`config.mk`:
```
export PLATFORM = sky130hd
export DESIGN_NAME = icsp_program_loader
export DESIGN_NICKNAME = d
export VERILOG_FILES = /design/src/rtl/icsp_program_loader.sv
export SDC_FILE = /design/constraint.sdc
export NUM_CORES = 1
export LEC_CHECK = 0
export ABC_AREA = 1
export ABC_CLOCK_PERIOD_IN_PS = 1900
export CAP_MARGIN = 20
export CELL_PAD_IN_SITES_DETAIL_PLACEMENT = 0
export CELL_PAD_IN_SITES_GLOBAL_PLACEMENT = 1
export CORE_MARGIN = 2
export CORE_UTILIZATION = 41
export CTS_CLUSTER_SIZE = 8
export DETAILED_ROUTE_END_ITERATION = 8
export GPL_ROUTABILITY_DRIVEN = 0
export PLACE_DENSITY = 0.89
export SLEW_MARGIN = 25
export SYNTH_ARGS = -nofsm -noshare
export SYNTH_HDL_FRONTEND = slang
export SYNTH_SLANG_ARGS = --single-unit
```
`constraint.sdc`:
```
create_clock -name master_clk -period 1.9 [get_ports master_clk]
set_input_delay 0.285 -clock master_clk [delete_from_list [all_inputs] [get_ports master_clk]]
set_output_delay 0.285 -clock master_clk [all_outputs]
set_load 0.005 [all_outputs]
```
`src/rtl/icsp_program_loader.sv`:
```
// icsp_program_loader: serial ICSP write side of the 12-bit flash program memory.
// Receives LSB-first framed commands on icsp_clk/icsp_data and drives word writes,
// address loads and bulk erase. cpu_hold keeps the CPU parked while programming.
// Optional feature macro: ICSP_READBACK_EN (adds READ_DATA cmd, mem_rdata, icsp_dout).
module icsp_program_loader #(
  parameter int ADDR_W       = 12,
  parameter int DATA_W       = 12,
  parameter int MEM_DEPTH    = 1024,
  parameter int WRITE_CYCLES = 4,
  parameter int SYNC_STAGES  = 2
) (
  input  logic              master_clk,
  input  logic              reset,
  input  logic              prog_en,
  input  logic              icsp_clk,
  input  logic              icsp_data,
`ifdef ICSP_READBACK_EN
  input  logic [DATA_W-1:0] mem_rdata,
  output logic              icsp_dout,
`endif
  output logic              mem_we,
  output logic [ADDR_W-1:0] mem_addr,
  output logic [DATA_W-1:0] mem_wdata,
  output logic              cpu_hold,
  output logic              busy,
  output logic              error
);
  localparam int AW = $clog2(MEM_DEPTH);
  localparam int BW = $clog2(DATA_W + 1);
  localparam int CW = (WRITE_CYCLES > 1) ? $clog2(WRITE_CYCLES) : 1;

  localparam logic [3:0] CMD_LOAD_ADDR  = 4'h0;
  localparam logic [3:0] CMD_LOAD_DATA  = 4'h2;
  localparam logic [3:0] CMD_INC_ADDR   = 4'h6;
  localparam logic [3:0] CMD_BULK_ERASE = 4'h9;
`ifdef ICSP_READBACK_EN
  localparam logic [3:0] CMD_READ_DATA  = 4'h4;
`endif

  typedef enum logic [2:0] {
    S_OFF, S_CMD, S_DATA, S_WRITE, S_ERASE
`ifdef ICSP_READBACK_EN
    , S_READ
`endif
  } state_t;

  // {prog_en, icsp_clk, icsp_data} travel together so data stays aligned to its clock edge
  logic [SYNC_STAGES-1:0][2:0] syn;
  logic [1:0]                  prev;   // {prog_en, icsp_clk} one cycle after the last sync stage
  logic                        pe_s, ck_s, dt_s, pe_rise, ck_rise;

  state_t            state_q, state_n;
  logic [AW-1:0]     addr_q, addr_n;
  logic [DATA_W-1:0] sr_q, sr_n, sr_shift;
  logic [BW-1:0]     bcnt_q, bcnt_n;
  logic [CW-1:0]     wcnt_q, wcnt_n;
  logic [3:0]        cmd_q, cmd_n, cmd_in;
  logic [DATA_W-1:0] wdata_q, wdata_n;
  logic              err_q, err_n;
`ifdef ICSP_READBACK_EN
  logic              dout_q, dout_n;
  logic              rlat_q, rlat_n;
`endif

  // input synchronizers plus edge-detect history
  always_ff @(posedge master_clk or negedge reset) begin
    if (!reset) begin
      syn  <= '0;
      prev <= '0;
    end else begin
      syn[0] <= {prog_en, icsp_clk, icsp_data};
      for (int i = 1; i < SYNC_STAGES; i++) syn[i] <= syn[i-1];
      prev <= syn[SYNC_STAGES-1][2:1];
    end
  end

  assign pe_s    = syn[SYNC_STAGES-1][2];
  assign ck_s    = syn[SYNC_STAGES-1][1];
  assign dt_s    = syn[SYNC_STAGES-1][0];
  assign pe_rise = pe_s & ~prev[1];
  assign ck_rise = ck_s & ~prev[0];

  // state and datapath registers
  always_ff @(posedge master_clk or negedge reset) begin
    if (!reset) begin
      state_q <= S_OFF;
      addr_q  <= '0;
      sr_q    <= '0;
      bcnt_q  <= '0;
      wcnt_q  <= '0;
      cmd_q   <= '0;
      wdata_q <= '0;
      err_q   <= 1'b0;
`ifdef ICSP_READBACK_EN
      dout_q  <= 1'b0;
      rlat_q  <= 1'b0;
`endif
    end else begin
      state_q <= state_n;
      addr_q  <= addr_n;
      sr_q    <= sr_n;
      bcnt_q  <= bcnt_n;
      wcnt_q  <= wcnt_n;
      cmd_q   <= cmd_n;
      wdata_q <= wdata_n;
      err_q   <= err_n;
`ifdef ICSP_READBACK_EN
      dout_q  <= dout_n;
      rlat_q  <= rlat_n;
`endif
    end
  end

  // shift register is filled from the top, so after N bits the frame sits in the top N bits
  assign sr_shift = {dt_s, sr_q[DATA_W-1:1]};
  assign cmd_in   = sr_shift[DATA_W-1 -: 4];

  // next-state and datapath update
  always_comb begin
    state_n = state_q;
    addr_n  = addr_q;
    sr_n    = sr_q;
    bcnt_n  = bcnt_q;
    wcnt_n  = wcnt_q;
    cmd_n   = cmd_q;
    wdata_n = wdata_q;
    err_n   = err_q;
`ifdef ICSP_READBACK_EN
    dout_n  = dout_q;
    rlat_n  = rlat_q;
`endif
    case (state_q)
      S_OFF: begin
        // an icsp edge coinciding with the rise is dropped simply by not shifting here
        if (pe_rise) begin
          state_n = S_CMD;
          addr_n  = '0;
          err_n   = 1'b0;
          bcnt_n  = '0;
        end
      end
      S_CMD: begin
        if (ck_rise) begin
          sr_n   = sr_shift;
          bcnt_n = bcnt_q + BW'(1);
          if (bcnt_q == BW'(3)) begin
            bcnt_n = '0;
            cmd_n  = cmd_in;
            case (cmd_in)
              CMD_LOAD_ADDR, CMD_LOAD_DATA: state_n = S_DATA;
              CMD_INC_ADDR:                 addr_n  = addr_q + AW'(1);
              CMD_BULK_ERASE: begin
                state_n = S_ERASE;
                addr_n  = '0;
                wcnt_n  = '0;
                wdata_n = '1;
              end
`ifdef ICSP_READBACK_EN
              CMD_READ_DATA: begin
                state_n = S_READ;
                rlat_n  = 1'b0;
              end
`endif
              default:                      err_n   = 1'b1;
            endcase
          end
        end
      end
      S_DATA: begin
        if (ck_rise) begin
          sr_n   = sr_shift;
          bcnt_n = bcnt_q + BW'(1);
          if (bcnt_q == BW'(DATA_W-1)) begin
            bcnt_n = '0;
            if (cmd_q == CMD_LOAD_ADDR) begin
              addr_n  = sr_shift[AW-1:0];
              state_n = S_CMD;
            end else begin
              wdata_n = sr_shift;
              wcnt_n  = '0;
              state_n = S_WRITE;
            end
          end
        end
      end
      S_WRITE: begin
        if (ck_rise) err_n = 1'b1;
        if (wcnt_q == CW'(WRITE_CYCLES-1)) state_n = S_CMD;
        else                               wcnt_n  = wcnt_q + CW'(1);
      end
      S_ERASE: begin
        // addr_q doubles as the erase pointer; it wraps back to 0 on the last word
        if (ck_rise) err_n = 1'b1;
        if (wcnt_q == CW'(WRITE_CYCLES-1)) begin
          wcnt_n = '0;
          addr_n = addr_q + AW'(1);
          if (addr_q == AW'(MEM_DEPTH-1)) state_n = S_CMD;
        end else begin
          wcnt_n = wcnt_q + CW'(1);
        end
      end
`ifdef ICSP_READBACK_EN
      S_READ: begin
        // bit 0 is presented right after the latch; each edge advances to the next bit
        if (!rlat_q) begin
          sr_n   = mem_rdata;
          dout_n = mem_rdata[0];
          rlat_n = 1'b1;
          bcnt_n = '0;
        end else if (ck_rise) begin
          if (bcnt_q == BW'(DATA_W-1)) begin
            state_n = S_CMD;
            dout_n  = 1'b0;
            bcnt_n  = '0;
          end else begin
            sr_n   = sr_q >> 1;
            dout_n = sr_q[1];
            bcnt_n = bcnt_q + BW'(1);
          end
        end
      end
`endif
      default: state_n = S_OFF;
    endcase
    // leaving programming mode wins over everything; error is kept
    if (state_q != S_OFF && !pe_s) begin
      state_n = S_OFF;
      bcnt_n  = '0;
`ifdef ICSP_READBACK_EN
      dout_n  = 1'b0;
`endif
    end
  end

  assign busy      = (state_q == S_WRITE) || (state_q == S_ERASE);
  assign mem_we    = busy && (wcnt_q == '0);
  assign cpu_hold  = (state_q != S_OFF);
  assign mem_addr  = ADDR_W'(addr_q);
  assign mem_wdata = wdata_q;
  assign error     = err_q;
`ifdef ICSP_READBACK_EN
  assign icsp_dout = dout_q;
`endif
endmodule
```
==> impl_metrics.toml <==
[sta]
fmaxAchievable_mhz = 532.8
finalClockSkew_ns = 0.01572
finalSetupViolations = 0
setup_tns_ns = 0
min_period_over_period = 0.9878
hold_viol_final = 0
fin_hold_ws_ns = 0.3622
finalMaxSlewViolations = 0
fin_crit_ns = 1.877
rsz0062_at_grt = "true"
setup_slack_ns = 0.02318

[routing]
drtIter0Drc = 149
routed_via_density = 4.981
first_pass_iters = 4
routed_wl_um = 6072
wl_met3_um = 189
wl_met1_um = 3092
met2_length_um = 2708
highest_layer = "met4"
route.vias.total = 2356
drc = 0
ant_nets = 0
wl_per_cell_um = 12.84

[layout]
num_antenna_cells = 0
nNetsFinal = 401
layout-area-overhead-vs-synth_pct = 20.25
drive_above_1_share = 0.1069

[grt]
track_usage = 0.1667
grt_max_degree = 38
grt_overflow = 0
grt_pass1_vias = 2041
antenna_found_initial = 0
grt_pass1_wl_um = 9742

[clock_tree]
clock_path_buffers = 2
cts-htree-levels = 2
cts_tree = "yes"
cts_buffers = 5
clk_pin_slew_ns = 0.11
clock_sinks = 55
root_buffer = "clkbuf_8"
clock_latency_ns = 0.32

[yosys]
syn_area_um2 = 2786
ys_ff_latch = 55
syn_inst = 353
yosysMostFrequentCell = "nand2_1"
ys_seq_area_frac = 0.4939
postSynth.asyncResetShare = 1.000
synth_ff_type = "dfrtp_1"
synth_edf_count = 0
synth_cell_types = 32
syn_avg_cell_area_um2 = 7.894
netlist.area_leader.share = 0.4939
yosys_warnings = 0
synthTopCellsByCount = "108 x nand2_1, 55 x dfrtp_1, 33 x inv_1, 29 x nor2_1"
yosys.area.top_type = "dfrtp_1"
ys_top_cells_by_area = "dfrtp_1 49%, nand2_1 15%, nand3_1 5.0%, o21ai_0 5.0%, inv_1 4.4%"

[power]
p_leak_nw = 1.631
power.density_nw_per_um2 = 1438
peakVddDrop_mv = 0.6271

[floorplanning]
design.core.area_um2 = 6681
dieHeight_um = 86.44
initial_utilization = 0.4170
rows = 30
fp.dieW_um = 86.44
ios = 33
dieArea_um2 = 7472

[placed_design]
port_buffers = 30
dp_hpwl_um = 4180
place_ws_ns = 0.1707

[worst_setup_path]
crit_type = "flop to output port"
startpoint_type = "flop"
r2r_end = "mem_wdata[8]"
cp.arrival_ns = 1.59
worstReg2RegStart = "state_q[0]"
crit_fanout = 5
reg2reg_slack_ns = 0.11
critPathRequiredTime_ns = 1.62
crit_path_end_kind = "output port"
reg2regPathDepth = 8

[hold_path]
holdPathEnd = "ck_s"
hold_depth = 0
worstHoldPathType = "flop to flop"
hold_path.startpoint = "syn[1]"

[job]
maxCapViolations = 0

[status]
outcome = "completed"
[critical path, stage by stage, from the launching register on]
cell and delay, ns:
dfrtp_2 0.45, nor2_4 0.13, nand2_2 0.11, nand2_4 0.09, clkdlybuf4s50_1 0.50
[how the worst max path moves through the flow]
| stage | from | end | slack [ns] |
|---|---|---|---|
| 2_1_floorplan | bcnt_q[0] | addr_q[3] | 0.45 |
| 3_3_place_gp | state_q[2] | addr_q[2] | 0.20 |
| 3_5_place_dp | state_q[1] | mem_we | 0.17 |
| 4_1_cts | state_q[1] | busy | 0.0006 |
| 5_1_grt | state_q[1] | busy | -0.05 |
| 6_report | state_q[1] | busy | 0.02 |
[power breakdown]
group	total, W	leakage (nW)	internal, W	switching [W]
Clock	0.000690	0.0467	0.000274	0.000416
Sequential	0.00189	0.707	0.00155	0.000333
Combinational	0.00224	0.878	0.000952	0.00129
Total	0.00482	1.63	0.00278	0.00204
[final cells by class]
class                      instances  area (µm²)
sequential                        55        1379
fill                             666        3331
multi-input combinational        253        1250
clock inverter                     3       27.53
inverter                          37       141.4
tap                               80       100.1
timing repair buffer              40       384.1
clock buffer                       5       68.82
[state kept, by name (all words and copies together) (netlist names), 2 cells and up]
register	cells
addr_q	10
cmd_q	4
sr_q	11
bcnt_q	4
syn	3
wcnt_q	2
prev	2
state_q	3
mem_wdata	12
[cell families (layout without fill, tap and decap cells)]
logic type,after synthesis,after routing,synth area share
xor gates and xnor gates,5,5,0.01572
other,1,2,0.001346
AOI/OAI and AO/OA,59,59,0.1145
adders and majority gates,4,4,0.01796
buffers and inverters,47,85,0.07589
and+or+nand+nor,182,183,0.2806
DFF,55,55,0.4939
[per-layer routing]
| metal | vias up | track usage |
|---|---|---|
| met4 | 0 | 0.06818 |
| met3 | 4 | 0.02476 |
| li1 | 1208 | - |
| met5 | - | 0 |
| met2 | 45 | 0.2455 |
| met1 | 1099 | 0.2468 |
[repair_timing]
item,in CTS,in global routing
hold buffers,1,0
gates cloned,0,1
setup buffers,4,0
setup endpoints to repair,2,17
pin swaps,1,2
resized for setup,7,7
endpoints found under the hold margin,18,0
[cell usage in the layout, fill, tap and decap left out, types with 2 or more instances in the layout]
cell type / n
o22ai_1: 2
inv_1: 33
nand3_2: 2
buf_4: 8
clkdlybuf4s50_1: 28
ha_1: 4
clkbuf_8: 5
nand2_1: 105
nand2_2: 5
nand4_1: 3
xor2_1: 4
nand2_4: 2
inv_2: 3
dfrtp_1: 53
nor2_4: 3
o21ai_0: 28
o21ai_2: 3
a21oi_1: 9
nor3_1: 4
conb_1: 2
nor2_1: 28
dfrtp_2: 2
nand3_1: 27
o21ai_1: 13
[through the flow]
step | total power (W) | instance area [µm²] | instances | utilization
after global routing | 0.005261 | 3351 | 473 | 0.5015
after floorplan | 0.003218 | 2790 | 354 | -
after CTS | 0.004759 | 3312 | 472 | 0.4957
final | 0.004819 | 3351 | 473 | 0.5015
after global placement | 0.003961 | 3163 | 459 | 0.4734
after detailed placement | 0.003996 | 3163 | 459 | 0.4734
No activity file was read; power rests on OpenSTA's default activity.
